[src/rtl/mult_seq_ctrl_pkg.sv]
// Shared definitions for the sequential multiplier controller.
//   state_t    : controller states (idle, issuing partial products, result held)
//   step_t     : partial-product step counter (four steps, 2 bits)
//   step_shift : left shift applied to the partial product of each step
package mult_seq_ctrl_pkg;

  typedef enum logic [1:0] {
    S_IDLE = 2'd0,
    S_MUL  = 2'd1,
    S_DONE = 2'd2
  } state_t;

  localparam int unsigned STEP_W = 2;

  typedef logic [STEP_W-1:0] step_t;

  localparam step_t LAST_STEP = 2'd3;

  // step0 lo*lo -> 0, step1/step2 cross terms -> w, step3 hi*hi -> 2w
  function automatic int unsigned step_shift(input step_t step, input int unsigned w);
    case (step)
      2'd0:    return 0;
      2'd1,
      2'd2:    return w;
      default: return 2 * w;
    endcase
  endfunction

endpackage

[src/rtl/mult_seq_ctrl_mult4.sv]
// Shared W x W unsigned multiplier (team mult4 block), purely combinational.
//   x, y : W-bit unsigned operands
//   z    : 2W-bit product
module mult4 #(
  parameter int unsigned W = 4
) (
  input  logic [W-1:0]   x,
  input  logic [W-1:0]   y,
  output logic [2*W-1:0] z
);

  assign z = {{W{1'b0}}, x} * {{W{1'b0}}, y};

endmodule

[src/rtl/mult_seq_ctrl.sv]
// Multi-cycle 2W x 2W unsigned multiplier built on one shared W x W multiplier.
// Four partial products are issued one per clock and summed into a 4W accumulator;
// the product is returned over a valid/ready handshake.
//   clk       : clock, all state updates on posedge
//   rst       : asynchronous active-low reset
//   in_valid  : operands a,b presented          in_ready  : operands accepted this cycle
//   a, b      : 2W-bit unsigned operands
//   out_valid : p holds a completed product     out_ready : consumer takes p this cycle
//   p         : 4W-bit product
//   busy      : partial products being issued
module mult_seq_ctrl
  import mult_seq_ctrl_pkg::*;
#(
  parameter int unsigned W = 4
) (
  input  logic           clk,
  input  logic           rst,
  input  logic           in_valid,
  output logic           in_ready,
  input  logic [2*W-1:0] a,
  input  logic [2*W-1:0] b,
  output logic           out_valid,
  input  logic           out_ready,
  output logic [4*W-1:0] p,
  output logic           busy
);

  state_t         state, state_nxt;
  step_t          step;
  logic [2*W-1:0] a_q, b_q;
  logic [4*W-1:0] acc;
  logic           accept;

  logic [W-1:0]   mx, my;
  logic [2*W-1:0] pp;
  logic [4*W-1:0] pp_sh;
  logic [4*W-1:0] acc_sum;

  // step bit0 selects the high half of a, bit1 the high half of b
  assign mx = step[0] ? a_q[2*W-1:W] : a_q[W-1:0];
  assign my = step[1] ? b_q[2*W-1:W] : b_q[W-1:0];

  mult4 #(.W(W)) u_mult (
    .x (mx),
    .y (my),
    .z (pp)
  );

  assign pp_sh   = {{(2*W){1'b0}}, pp} << step_shift(step, W);
  assign acc_sum = acc + pp_sh;

  always_comb begin
    state_nxt = state;
    in_ready  = (state == S_IDLE) || ((state == S_DONE) && out_ready);
    accept    = in_valid && in_ready;
    busy      = (state == S_MUL);
    out_valid = (state == S_DONE);
    case (state)
      S_IDLE: if (in_valid) state_nxt = S_MUL;
      S_MUL:  if (step == LAST_STEP) state_nxt = S_DONE;
      S_DONE: if (out_ready) state_nxt = in_valid ? S_MUL : S_IDLE;
      default: state_nxt = S_IDLE;
    endcase
  end

  always_ff @(posedge clk or negedge rst) begin
    if (!rst) state <= S_IDLE;
    else      state <= state_nxt;
  end

  always_ff @(posedge clk or negedge rst) begin
    if (!rst) begin
      a_q  <= '0;
      b_q  <= '0;
      acc  <= '0;
      step <= '0;
      p    <= '0;
    end else if (accept) begin
      a_q  <= a;
      b_q  <= b;
      acc  <= '0;
      step <= '0;
    end else if (state == S_MUL) begin
      acc  <= acc_sum;
      step <= step + 1'b1;
      if (step == LAST_STEP) p <= acc_sum;
    end
  end

endmodule

[config.mk]
export PLATFORM = sky130hd
export DESIGN_NAME = mult_seq_ctrl
export DESIGN_NICKNAME = d
export VERILOG_FILES = /design/src/rtl/mult_seq_ctrl_pkg.sv /design/src/rtl/mult_seq_ctrl_mult4.sv /design/src/rtl/mult_seq_ctrl.sv
export SDC_FILE = /design/constraint.sdc
export NUM_CORES = 1
export LEC_CHECK = 0
export ABC_AREA = 1
export CAP_MARGIN = 20
export CORE_MARGIN = 2
export CORE_UTILIZATION = 51
export DETAILED_ROUTE_END_ITERATION = 6
export HOLD_SLACK_MARGIN = 0.06
export PLACE_DENSITY_LB_ADDON = 0.2
export SLEW_MARGIN = 20
export SYNTH_ARGS = -nofsm -noshare
export SYNTH_HDL_FRONTEND = slang
export SYNTH_SLANG_ARGS = --single-unit
[constraint.sdc]
create_clock -name clk -period 4.8 [get_ports clk]
set_input_delay 0.96 -clock clk [delete_from_list [all_inputs] [get_ports clk]]
set_output_delay 0.96 -clock clk [all_outputs]
set_load 0.02 [all_outputs]
* Word level (Yosys, flattened, before mapping) *
Cells that the tools add are included.

operators by class
  add/sub/neg operators = 2
  multipliers = 1
  equality and inequality tests = 8
  shift-type cells = 1
  multiplexer cells = 12
  bitwise logic cells = 1
  reductions and logical operators = 9

operators by type and width
  cell                                                    count
  two-way mux 16 bit                                      2
  << shifter 8 x 32 -> 16 bit                             1
  adder 16 bit                                            1
  two-way mux 2 bit                                       5
  multiplier 4 x 4 -> 8 bit                               1
  two-way mux 4 bit                                       2
  case mux 4 bit (2 select lines)                         1
  equality test 2 bit (second input constant)             3
  case mux 2 bit (3 select lines)                         1
  AND reduction 3 bit                                     2
  equality test 2 x 1 -> 1 bit (second input constant)    2
  zero test 2 bit                                         2
  inequality test 2 x 1 -> 1 bit (second input constant)  2
  adder 2 x 1 -> 2 bit (second input constant)            1
  logical AND 1 bit                                       2
  inequality test 2 bit (second input constant)           1
  nonzero test 2 bit                                      1
  OR reduction 2 bit                                      1
  logical OR 1 bit                                        1
  two-way mux 1 bit                                       1
  inverter 1 bit                                          1

storage, ports and cells
  register bits after elaboration = 52
  output and inout port bits = 19
  word-level logic and storage cells = 40

* Longest topological paths before layout *
  depth after elaboration = 7
  gate-level depth with buffers = 26

* By module *
Synthesis repeated with hierarchy kept, for this count alone.

second synthesis, totals
  cells, all modules = 526
  area, all modules = 3,636.0 um2

by module, submodules not included
  module         times used  cells an instance  area each (um2)  seq. area each (um2)
  mult_seq_ctrl  1           456                3,173.0          1,301.2
  mult4          1           70                 462.9            0.0

* Least setup slack after synthesis *
Ideal clock, no wire load.

  path kind = register to register
  from = register step[0]
  to = register acc[11]
  setup time = 0.117 ns
  arrival time = 4.326 ns
  required time = 4.683 ns
  slack = 0.356 ns
  cell stages (with the launch flop) = 22
  clock period less this slack = 4.444 ns
  path through = dfrtp_1 -> clkbuf_1 -> o21ai_0 -> or2_2 -> fa_1 -> inv_1 -> fa_1 -> inv_1 -> fa_1 -> o21ai_1 -> xnor2_1 -> nand2_1 -> o21ai_1 -> nor2_1 -> ha_1 -> a21oi_1 -> o21ai_1 -> o21bai_2 -> nand2_1 -> nand3b_1 -> nand3_1 -> nand2_1

on the way
  word-level cells in the longest chain between the ends = 7

RTL lines
  item                                                                               line                 source
  start: declaration                                                                 mult_seq_ctrl.sv:29  step_t step;
  start signal: assignment                                                           mult_seq_ctrl.sv:85  step <= step + 1'b1;
  parallel branches: the longest is 3 deep, another holds multiplier 4 x 4 -> 8 bit  -
  << shifter 8 x 32 -> 16 bit *                                                      mult_seq_ctrl.sv:49  assign pp_sh = {{(2*W){1'b0}}, pp} << step_shift(step, W);
  adder 16 bit *                                                                     mult_seq_ctrl.sv:50  assign acc_sum = acc + pp_sh;
  two-way mux 16 bit *                                                               mult_seq_ctrl.sv:83  end else if (state == S_MUL) begin
  two-way mux 16 bit *                                                               mult_seq_ctrl.sv:78  end else if (accept) begin
  end signal: assignment                                                             mult_seq_ctrl.sv:84  acc <= acc_sum;
  end: declaration                                                                   mult_seq_ctrl.sv:31  logic [4*W-1:0] acc;

Mark *: on every way between the ends. The select of a mux whose other input is x is not followed.
A chain may end at the register's enable or synchronous reset.

* Final worst setup path *
  from = register step[1]
  to = register acc[14]

on the way
  word-level cells in the longest chain between the ends = 7

RTL lines
  item                                                                               line
  parallel branches: the longest is 3 deep, another holds multiplier 4 x 4 -> 8 bit  -
  << shifter 8 x 32 -> 16 bit *                                                      mult_seq_ctrl.sv:49
  adder 16 bit *                                                                     mult_seq_ctrl.sv:50
  two-way mux 16 bit *                                                               mult_seq_ctrl.sv:83
  two-way mux 16 bit *                                                               mult_seq_ctrl.sv:78

Marks and branches as above.

==> flow_summary.yaml <==
yosys:
  syn_inst: 410
  synthDistinctLibCells: 42
  synth_fa_ha_area_frac: 0.1315
  synth_ff_type: "dfrtp_1"
  ys_ff_latch: 52
  yosys_warnings: 0
  synth_area_leaders: "dfrtp_1 (38%), nand2_1 (11%), ha_1 (10%)"
  synth_compound_area_frac: 0.1125
  synth-edff-count: 0
  synthSimpleGateAreaFrac: 0.2367
  synth-xor-area-share: 0.02557
  netlist_area_mm2: 0.003426
  synth_top_family_by_area: "simple AND/OR/NAND/NOR gates"
  yosys.area.top_type: "dfrtp_1"
  syn_area_per_cell_um2: 8.356
  seq_area_frac_synth: 0.3798
  synthMuxAreaShare: 0.05734
  synth_top_cell_area_share: 0.3798
  ys_async_sr_fraction: 1.000
  syn-num-nets: 463
global_route:
  first_global_vias: 2752
  grt_first_pass_wirelength_um: 13200
  overflow: 0
  antenna_found_initial: 0
  gr-usage-all-layers: 0.2270
  grt_max_degree: 53
worst_hold_path:
  worstHoldStart: "p[2]"
  min_to: "p[2]"
  hp-class: "reg2reg"
  hold_depth: 2
die:
  die_area_mm2: 0.007389
  io_pins: 39
  die_x_um: 85.96
  core_mm2: 0.006422
  start_util: 0.5334
  rows: 29
  dieHeight_um: 85.96
detailed_routing:
  route.vias.total: 2903
  wl_met3_um: 399
  drt_iter0_drc: 210
  finalWirelength_um: 7852
  highest_layer: "met4"
  dr.pass1.iters: 4
  via_per_inst: 5.509
  drt-met1-wl_um: 3602
  drc_errors: 0
  wl_per_cell_um: 14.90
  dr_wl_met2_um: 3730
  detail-route-antenna-nets: 0
place:
  place.detailed.hpwl_um: 5901
  place.port_buffers: 38
  gp_congestion: 0.9682
  place_area_mm2: 0.003869
worst_setup_path:
  critPathMaxFanout: 6
  cpMaxStageDelayCell: "fa_1"
  endpoint_kind: "register"
  critPathKind: "reg2reg"
  cp.required_ns: 5.01
  startpoint_type: "register"
  r2r_end: "acc[14]"
  arrival_ns: 4.72
  path_cells: "mux2i_1, or2_2, fa_1, inv_1, fa_1, ha_1, nand2_1, nand2_1, and2_1, xor2_1, inv_1, nand2_1, o21ai_1, nor2_1, ha_1, inv_2, nor3_4, nand4_1, or2_1, nand2_1, nand2_1, nand3_1, nand2_1"
  r2r_start: "step[1]"
  reg2reg_depth: 23
  rrSetupSlack_ns: 0.30
  critPathMaxStageDelay_ns: 0.53
  cp_common_cell: "nand2_1"
clock_network:
  clk_latency_ns: 0.32
  cts.sinks: 52
  cts_buffers: 5
  htree_levels: 2
  ctsHoldBuffers: 0
  path_clk_slew_ns: 0.09
  cts_root_buf: "clkbuf_8"
  cts_tree: "built"
  ctsLongestPathBuffers: 2
sta:
  maxSlewViolCount: 0
  fin_setup_tns_ns: 0
  fin_crit_ns: 4.502
  fmax_ghz: 0.2221
  worst_slew_pin_slew_ns: 0.6740
  skew_ns: 0.008979
  fin_crit_sh: 0.9380
  setup_violations: 0
  hold_violations: 0
  slew_headroom: 0.5507
finish:
  final_common_cell: "nand2_1"
  layout.nets: 502
  utilization: 0.6308
  antennaDiodeCount: 0
  drive_above_1_share: 0.1200
  nFillCells: 573
  synthToLayoutAreaGrowth_pct: 18.26
  final_cell_area_mm2: 0.004051
  layout_common_cells: "nand2_1 (96), dfrtp_1 (50), nor2_1 (37), clkdlybuf4s50_1 (37)"
run_status:
  status: "completed"
run:
  maxCapViolations: 0
==> routing by layer <==
metal | track usage | vias to the layer above
met5 | 0 | -
met4 | 0.06782 | 0
met3 | 0.02984 | 11
met2 | 0.3580 | 53
met1 | 0.3264 | 1392
li1 | - | 1447
==> repair_timing <==
item                                   4_1_cts  5_1_grt
gates resized for setup                      0       19
endpoints found under the hold margin        0        0
setup endpoints to repair                    0       22
setup buffers                                0        2
==> how the worst max path moves through the flow <==
stage,start,slack [ns],end
detailed placement,step[0],0.09,acc[9]
CTS,step[0],0.08,p[9]
floorplan,step[0],0.36,acc[11]
global placement,step[0],0.24,p[14]
finish,step[1],0.30,acc[14]
global route,step[1],-0.01,acc[14]
==> sequential cells by signal, indices dropped and copies added, names as in the netlist <==
name and cells:
b_q 8, state 2, p 16, acc 16, a_q 8, step 2
==> metrics by stage <==
step	cells	hold WS (ns)	setup slack, ns
after floorplan	410	0.4555	0.3565
after global placement	517	0.4637	0.2425
after detailed placement	517	0.4665	0.08672
after CTS	525	0.4903	0.08008
after global routing	527	0.5188	-0.01075
final	527	0.4828	0.2977
==> kinds of logic (layout without fill, tap and decap cells) <==
kind of cell    Yosys count  in the layout
fa+ha+maj                33             33
mux                      18             18
buf+inv                  49             89
xor+xnor                 10             10
simple gates            184            184
compound gates           64             64
flops                    52             52
==> synthesized netlist by cell type (all sizes together) (3+ instances only) <==
cell and n:
nor2 38, mux2 13, mux2i 5, clkbuf 5, xor2 4, fa 5, o21bai 4, nand4 6
o22ai 4, o21ai 30, buf 6, nor3 3, nand3 29, a21oi 19, or2 5, dfrtp 52
ha 28, xnor2 6, inv 38, nand2 98
==> critical path: cells and delay by family (launching register included) <==
family,cells,cell delay (ns)
AOI/OAI and AO/OA,1,0.14
adders and majority gates,4,1.71
buffers and inverters,3,0.22
xor gates and xnor gates,1,0.13
DFF,1,0.47
and+or+nand+nor,13,1.54
muxes,1,0.20
==> layout make-up <==
class / instances / area, µm² / share of cell area
clock inverter: 2 / 10.01 / 0.002471
multi-input combinational: 309 / 2006 / 0.4951
clock buffer: 6 / 82.58 / 0.02038
tap: 77 / 96.34 / 0.02378
sequential: 52 / 1304 / 0.3218
timing repair buffer: 43 / 410.4 / 0.1013
inverter: 38 / 142.6 / 0.03521
Power is not shown: default switching activity piles up to over one toggle a cycle in this logic, so the estimate is an artifact.
